**config.mk**
```make
export PLATFORM = sky130hd
export DESIGN_NAME = doa_frame_sequencer
export DESIGN_NICKNAME = d
export VERILOG_FILES = /design/src/rtl/doa_pkg.sv /design/src/rtl/doa_frame_sequencer_stage_timer.sv /design/src/rtl/doa_frame_sequencer.sv
export SDC_FILE = /design/constraint.sdc
export NUM_CORES = 1
export LEC_CHECK = 0
export ABC_CLOCK_PERIOD_IN_PS = 2100
export CORE_MARGIN = 3
export CORE_UTILIZATION = 42
export CTS_BUF_LIST = sky130_fd_sc_hd__clkbuf_8
export DETAILED_ROUTE_END_ITERATION = 10
export PLACE_DENSITY = 0.78
export SYNTH_ARGS = -nofsm -noshare
export SYNTH_HDL_FRONTEND = slang
export SYNTH_SLANG_ARGS = --single-unit
```
**constraint.sdc**
```tcl
create_clock -name clk -period 2.1 [get_ports clk]
set_clock_uncertainty 0.1 [all_clocks]
set_input_delay 0.525 -clock clk [delete_from_list [all_inputs] [get_ports clk]]
set_output_delay 0.525 -clock clk [all_outputs]
set_load 0.01 [all_outputs]
```
**src/rtl/doa_pkg.sv**
```systemverilog
// rtl/doa_pkg.sv - shared types and constants for the DOA frame sequencer
package doa_pkg;

  localparam int ADDR_W = 10;

  typedef logic signed [7:0] doa_angle_t;

  typedef enum logic [2:0] {
    ST_IDLE,
    ST_CAPTURE,
    ST_FFT,
    ST_DETECT,
    ST_BEAM,
    ST_PUBLISH,
    ST_GAP
  } seq_state_t;

  // Stages that hand off to a sub-block and wait for its done.
  function automatic logic is_working(seq_state_t s);
    return (s == ST_CAPTURE) || (s == ST_FFT) || (s == ST_DETECT) || (s == ST_BEAM);
  endfunction

endpackage

```
**src/rtl/doa_frame_sequencer_stage_timer.sv**
```systemverilog
// rtl/doa_frame_sequencer_stage_timer.sv - loadable down-counter with expiry flag (GAP count, stage watchdog)
module stage_timer #(
  parameter int W = 16
) (
  input  logic         clk,
  input  logic         reset,
  input  logic         load,
  input  logic [W-1:0] load_val,
  output logic         expired
);

  logic [W-1:0] count;

  always_ff @(posedge clk) begin
    if (reset) begin
      count <= '0;
    end else if (load) begin
      count <= load_val;
    end else if (count != '0) begin
      count <= count - 1'b1;
    end
  end

  assign expired = (count == '0);

endmodule

```
**src/rtl/doa_frame_sequencer.sv**
```systemverilog
// rtl/doa_frame_sequencer.sv - DOA frame scheduler: stage handshakes, shared FFT RAM address, publish
// Optional per-stage watchdog enabled by defining SEQ_WATCHDOG_EN.
module doa_frame_sequencer
  import doa_pkg::*;
#(
  parameter int ADDR_W      = doa_pkg::ADDR_W,
  parameter int GAP_CYC     = 16,
  parameter int TIMEOUT_CYC = 65535
) (
  input  logic              clk,
  input  logic              reset,
  input  logic              run,
  input  logic              single,
  output logic              cap_start,
  input  logic              cap_done,
  output logic              fft_start,
  input  logic              fft_done,
  output logic              fd_start,
  input  logic              fd_done,
  input  logic [ADDR_W-1:0] fd_rdaddr,
  input  logic [ADDR_W-1:0] fd_maxbin,
  output logic              bf_start,
  input  logic              bf_done,
  input  logic signed [7:0] bf_doa,
  output logic [ADDR_W-1:0] ram_rdaddr,
  output logic [ADDR_W-1:0] maxbin,
  output logic signed [7:0] doa,
  output logic              doa_valid,
  output logic [15:0]       frame_cnt,
  output logic              busy,
  output logic              err
);

  // GAP lasts max(GAP_CYC,1) cycles; the timer is loaded as GAP is entered.
  localparam logic [15:0] GAP_LOAD = (GAP_CYC == 0) ? 16'd0 : 16'(GAP_CYC - 1);

  seq_state_t state;
  doa_angle_t doa_hold;
  logic       in_start;
  logic       done_now;
  logic       stage_timeout;
  logic       gap_load;
  logic       gap_expired;

  assign in_start = cap_start | fft_start | fd_start | bf_start;

  always_comb begin
    done_now = 1'b0;
    case (state)
      ST_CAPTURE: done_now = cap_done;
      ST_FFT:     done_now = fft_done;
      ST_DETECT:  done_now = fd_done;
      ST_BEAM:    done_now = bf_done;
      default:    done_now = 1'b0;
    endcase
  end

  // The detector owns the RAM address only while scanning; beam search reads the peak bin.
  assign ram_rdaddr = (state == ST_DETECT) ? fd_rdaddr : maxbin;
  assign busy       = (state != ST_IDLE);
  assign gap_load   = (state == ST_PUBLISH);

  stage_timer #(.W(16)) u_gap_timer (
    .clk      (clk),
    .reset    (reset),
    .load     (gap_load),
    .load_val (GAP_LOAD),
    .expired  (gap_expired)
  );

`ifdef SEQ_WATCHDOG_EN
  // Loaded in the start cycle, so it reaches zero on the TIMEOUT_CYC-th cycle of the stage.
  localparam logic [15:0] WD_LOAD = (TIMEOUT_CYC >= 2) ? 16'(TIMEOUT_CYC - 2) : 16'd0;

  logic wd_expired;
  logic err_q;

  stage_timer #(.W(16)) u_wd_timer (
    .clk      (clk),
    .reset    (reset),
    .load     (in_start),
    .load_val (WD_LOAD),
    .expired  (wd_expired)
  );

  assign stage_timeout = is_working(state) && !in_start && !done_now && wd_expired;

  always_ff @(posedge clk) begin
    if (reset) begin
      err_q <= 1'b0;
    end else if (stage_timeout) begin
      err_q <= 1'b1;
    end
  end

  assign err = err_q;
`else
  assign stage_timeout = 1'b0;
  assign err           = 1'b0;
`endif

  always_ff @(posedge clk) begin
    if (reset) begin
      state     <= ST_IDLE;
      cap_start <= 1'b0;
      fft_start <= 1'b0;
      fd_start  <= 1'b0;
      bf_start  <= 1'b0;
      doa_valid <= 1'b0;
      doa       <= '0;
      doa_hold  <= '0;
      maxbin    <= '0;
      frame_cnt <= '0;
    end else begin
      cap_start <= 1'b0;
      fft_start <= 1'b0;
      fd_start  <= 1'b0;
      bf_start  <= 1'b0;
      doa_valid <= 1'b0;
      if (stage_timeout) begin
        state <= ST_IDLE;
      end else begin
        // Done inputs are ignored in a stage's start cycle.
        case (state)
          ST_IDLE: begin
            if (run || single) begin
              state     <= ST_CAPTURE;
              cap_start <= 1'b1;
            end
          end
          ST_CAPTURE: begin
            if (!in_start && done_now) begin
              state     <= ST_FFT;
              fft_start <= 1'b1;
            end
          end
          ST_FFT: begin
            if (!in_start && done_now) begin
              state    <= ST_DETECT;
              fd_start <= 1'b1;
            end
          end
          ST_DETECT: begin
            if (!in_start && done_now) begin
              maxbin   <= fd_maxbin;
              state    <= ST_BEAM;
              bf_start <= 1'b1;
            end
          end
          ST_BEAM: begin
            if (!in_start && done_now) begin
              doa_hold <= bf_doa;
              state    <= ST_PUBLISH;
            end
          end
          ST_PUBLISH: begin
            doa       <= doa_hold;
            doa_valid <= 1'b1;
            frame_cnt <= frame_cnt + 16'd1;
            state     <= ST_GAP;
          end
          ST_GAP: begin
            if (gap_expired) begin
              if (run) begin
                state     <= ST_CAPTURE;
                cap_start <= 1'b1;
              end else begin
                state <= ST_IDLE;
              end
            end
          end
          default: state <= ST_IDLE;
        endcase
      end
    end
  end

endmodule

```
==> run metrics <==
die width approximately 91 microns; Synth cell types between 40 and 50; initial DRC count approximately 120; Post-synth ARST share 0; Slew Limit Fails 0; R2R setup slack 0.13 ns; latest clock arrival within the worst-skew pair 0.34 ns; maximum VDD drop about 350 uV; top cells by area, synth dfxtp_1 44%, mux2i_1 7.9%, nor2_1 5.2%; Root Buffer clkbuf_8; DIE HEIGHT approximately 90 microns; die area a little over 8000 sq um; max frequency between 0.4 and 0.5 GHz; std cell rows 30; ratio of cells with drive above 1 in the final layout 0.147; Hold Path Sink doa[0]; CP Data Arrival Time ~1.5 ns; status finished clean; clock slew at reported path FFs about 0.07 ns; Avg Cell Area, Syn 8.89 sq um; Initial Util 0.439; Layout Nets approximately 480; sequential share of the synthesized area 0.436; Post-CTS Hold Buffers 0; most common cell in the synthesized netlist dfxtp_1; gr ovfl total 0; I/O Buffers 85; 1st-pass router iterations 4; reg2reg path depth 6; Fin Setup TNS 0 ns; Min-Delay Path Class reg -> reg; area grow syn2layout 41.4%; RSZ-0062 raised after global routing yes; vias in the first global route approximately 2800; FF+latch count, synth 66; Num CTS Buffers 9; DRC Markers 0; DP HPWL 5300 microns; CTS Sinks 66; final wirelength between 7000 and 8000 microns; post-route ant nets 0; Routed WL per cell ~14 microns; R2R Path End u_gap_timer.count[11]; top-area cell type share of the netlist area 0.436; Finished Core Util 0.620; Syn Inst Count roughly 340; gr usage total 0.189; largest net degree at the start of global routing 32; startpoint types flip-flop; max-cap violations 0; critical path class reg -> out; Crit. End Element output port; critical path data required time 1.47 ns; final hold vios 0; hold_sp doa_hold[0]; Post-synth EDFFs 0; first-pass GRT wire length 12900 microns; synth warn 0; initial antenna violation count 0; main flop type after synthesis dfxtp_1; clock tree buffer depth 2; Crit Reg-Reg Startpoint u_gap_timer.count[1]; Cell Pwr Density a little under 800 nW/um^2; Vias about 2800; most common library cells after synthesis 66 x dfxtp_1, 42 x nor2_1, 36 x nand2_1; CTS H-tree lvls 3; Final min period approximately 2.1 ns; final setup fails 0; Diodes inserted 0; syn nets 380; cell leakage power between 1.5 and 2 nW; Max FO, Critical Path 6; fin crit share 0.991; routability cong. roughly 0.8; Hold Path Stages 2; Syn Std Cell Area roughly 3000 sq um; Vias/cell roughly 5.2; I/O pins 87; largest area contributor in the netlist dfxtp_1; Fillers approximately 570; CTS tree done; core area a little under 7000 sq um
[per-layer routing]
layer  global-route usage  vias to the layer above  part of all wire
met2                0.314                       87              0.48
met3               0.0688                        6             0.074
met5                    0                        -                 0
met4               0.0716                        0            0.0099
li1                     -                     1394                 -
met1                0.223                     1332              0.44
[per-stage QoR]
step           total power (W)  hold slack (ns)  worst slack [ns]  cells  area, sq um
6_report               0.00340            0.355            0.0188    537         4290
5_1_grt                0.00358            0.368           -0.0548    537         4290
4_1_cts                0.00340            0.357           -0.0761    539         4320
3_5_place_dp           0.00237            0.347            -0.189    519         4060
3_3_place_gp           0.00234            0.333            -0.173    519         4060
2_1_floorplan          0.00209            0.332             0.143    341         3030
[worst max-delay path by stage]
stage            startpoint       endpoint
6_report           state[2]  ram_rdaddr[3]
5_1_grt            state[2]  ram_rdaddr[7]
4_1_cts            state[2]  ram_rdaddr[0]
3_5_place_dp   fd_rdaddr[9]  ram_rdaddr[9]
3_3_place_gp   fd_rdaddr[0]  ram_rdaddr[0]
2_1_floorplan      state[0]  ram_rdaddr[0]
[kinds of logic after synthesis]
group	Yosys count	share of synthesized area
DFF	66	0.436
buffers and inverters	24	0.0338
muxes	35	0.120
other	1	0.00124
adders and majority gates	3	0.0124
AOI/OAI and AO/OA	48	0.100
and+or+nand+nor	153	0.265
xor gates and xnor gates	11	0.0318
[placed cells by master (no fill, tap or decap), drive strengths merged, types with 6 or more instances in the layout]
master,synthesis,final
mux2i,24,24
nand3,10,10
inv,5,7
or3,9,9
nand4,8,8
dfxtp,66,66
nor3,6,6
buf,7,29
xnor2,6,6
clkdlybuf4s50,0,73
nand2,36,36
mux2,11,11
nor2,42,42
nor4,11,11
nand2b,6,6
a21oi,24,24
clkbuf,12,9
[state kept, by name, indices dropped and copies added, names as in the netlist]
signal and flops:
bf_start 1, cap_start 1, maxbin 10, doa_hold 8, fft_start 1, state 3
u_gap_timer.count 16, fd_start 1, frame_cnt 16, doa 8, doa_valid 1
[power by group]
group / internal, W / switching [W]
registers: 0.00134 / 0.0000947
clock network: 0.000535 / 0.000492
logic: 0.000446 / 0.000489
total: 0.00232 / 0.00108
[area by class of cell]
cell class,count,area [sq um],share of cell area
timing repair buffer,103,1020,0.237
tap,96,120,0.0280
clock buffer,9,124,0.0289
clock inverter,7,62.6,0.0146
sequential,66,1320,0.309
multi-input combinational,251,1620,0.378
inverter,5,18.8,0.00438
[repair_timing]
item / CTS / global route
setup buffers: 3 / 0
resized for setup: 55 / 4
cloned: 1 / 0
setup endpoints to repair: 11 / 11
[worst max-delay path: stages (launching register included)]
cell	delay [ns]
dfxtp_2	0.32
nand3b_1	0.21
buf_6	0.18
mux2_4	0.30
buf_6	0.12
Note: power is estimated with default switching activity, not from simulation.
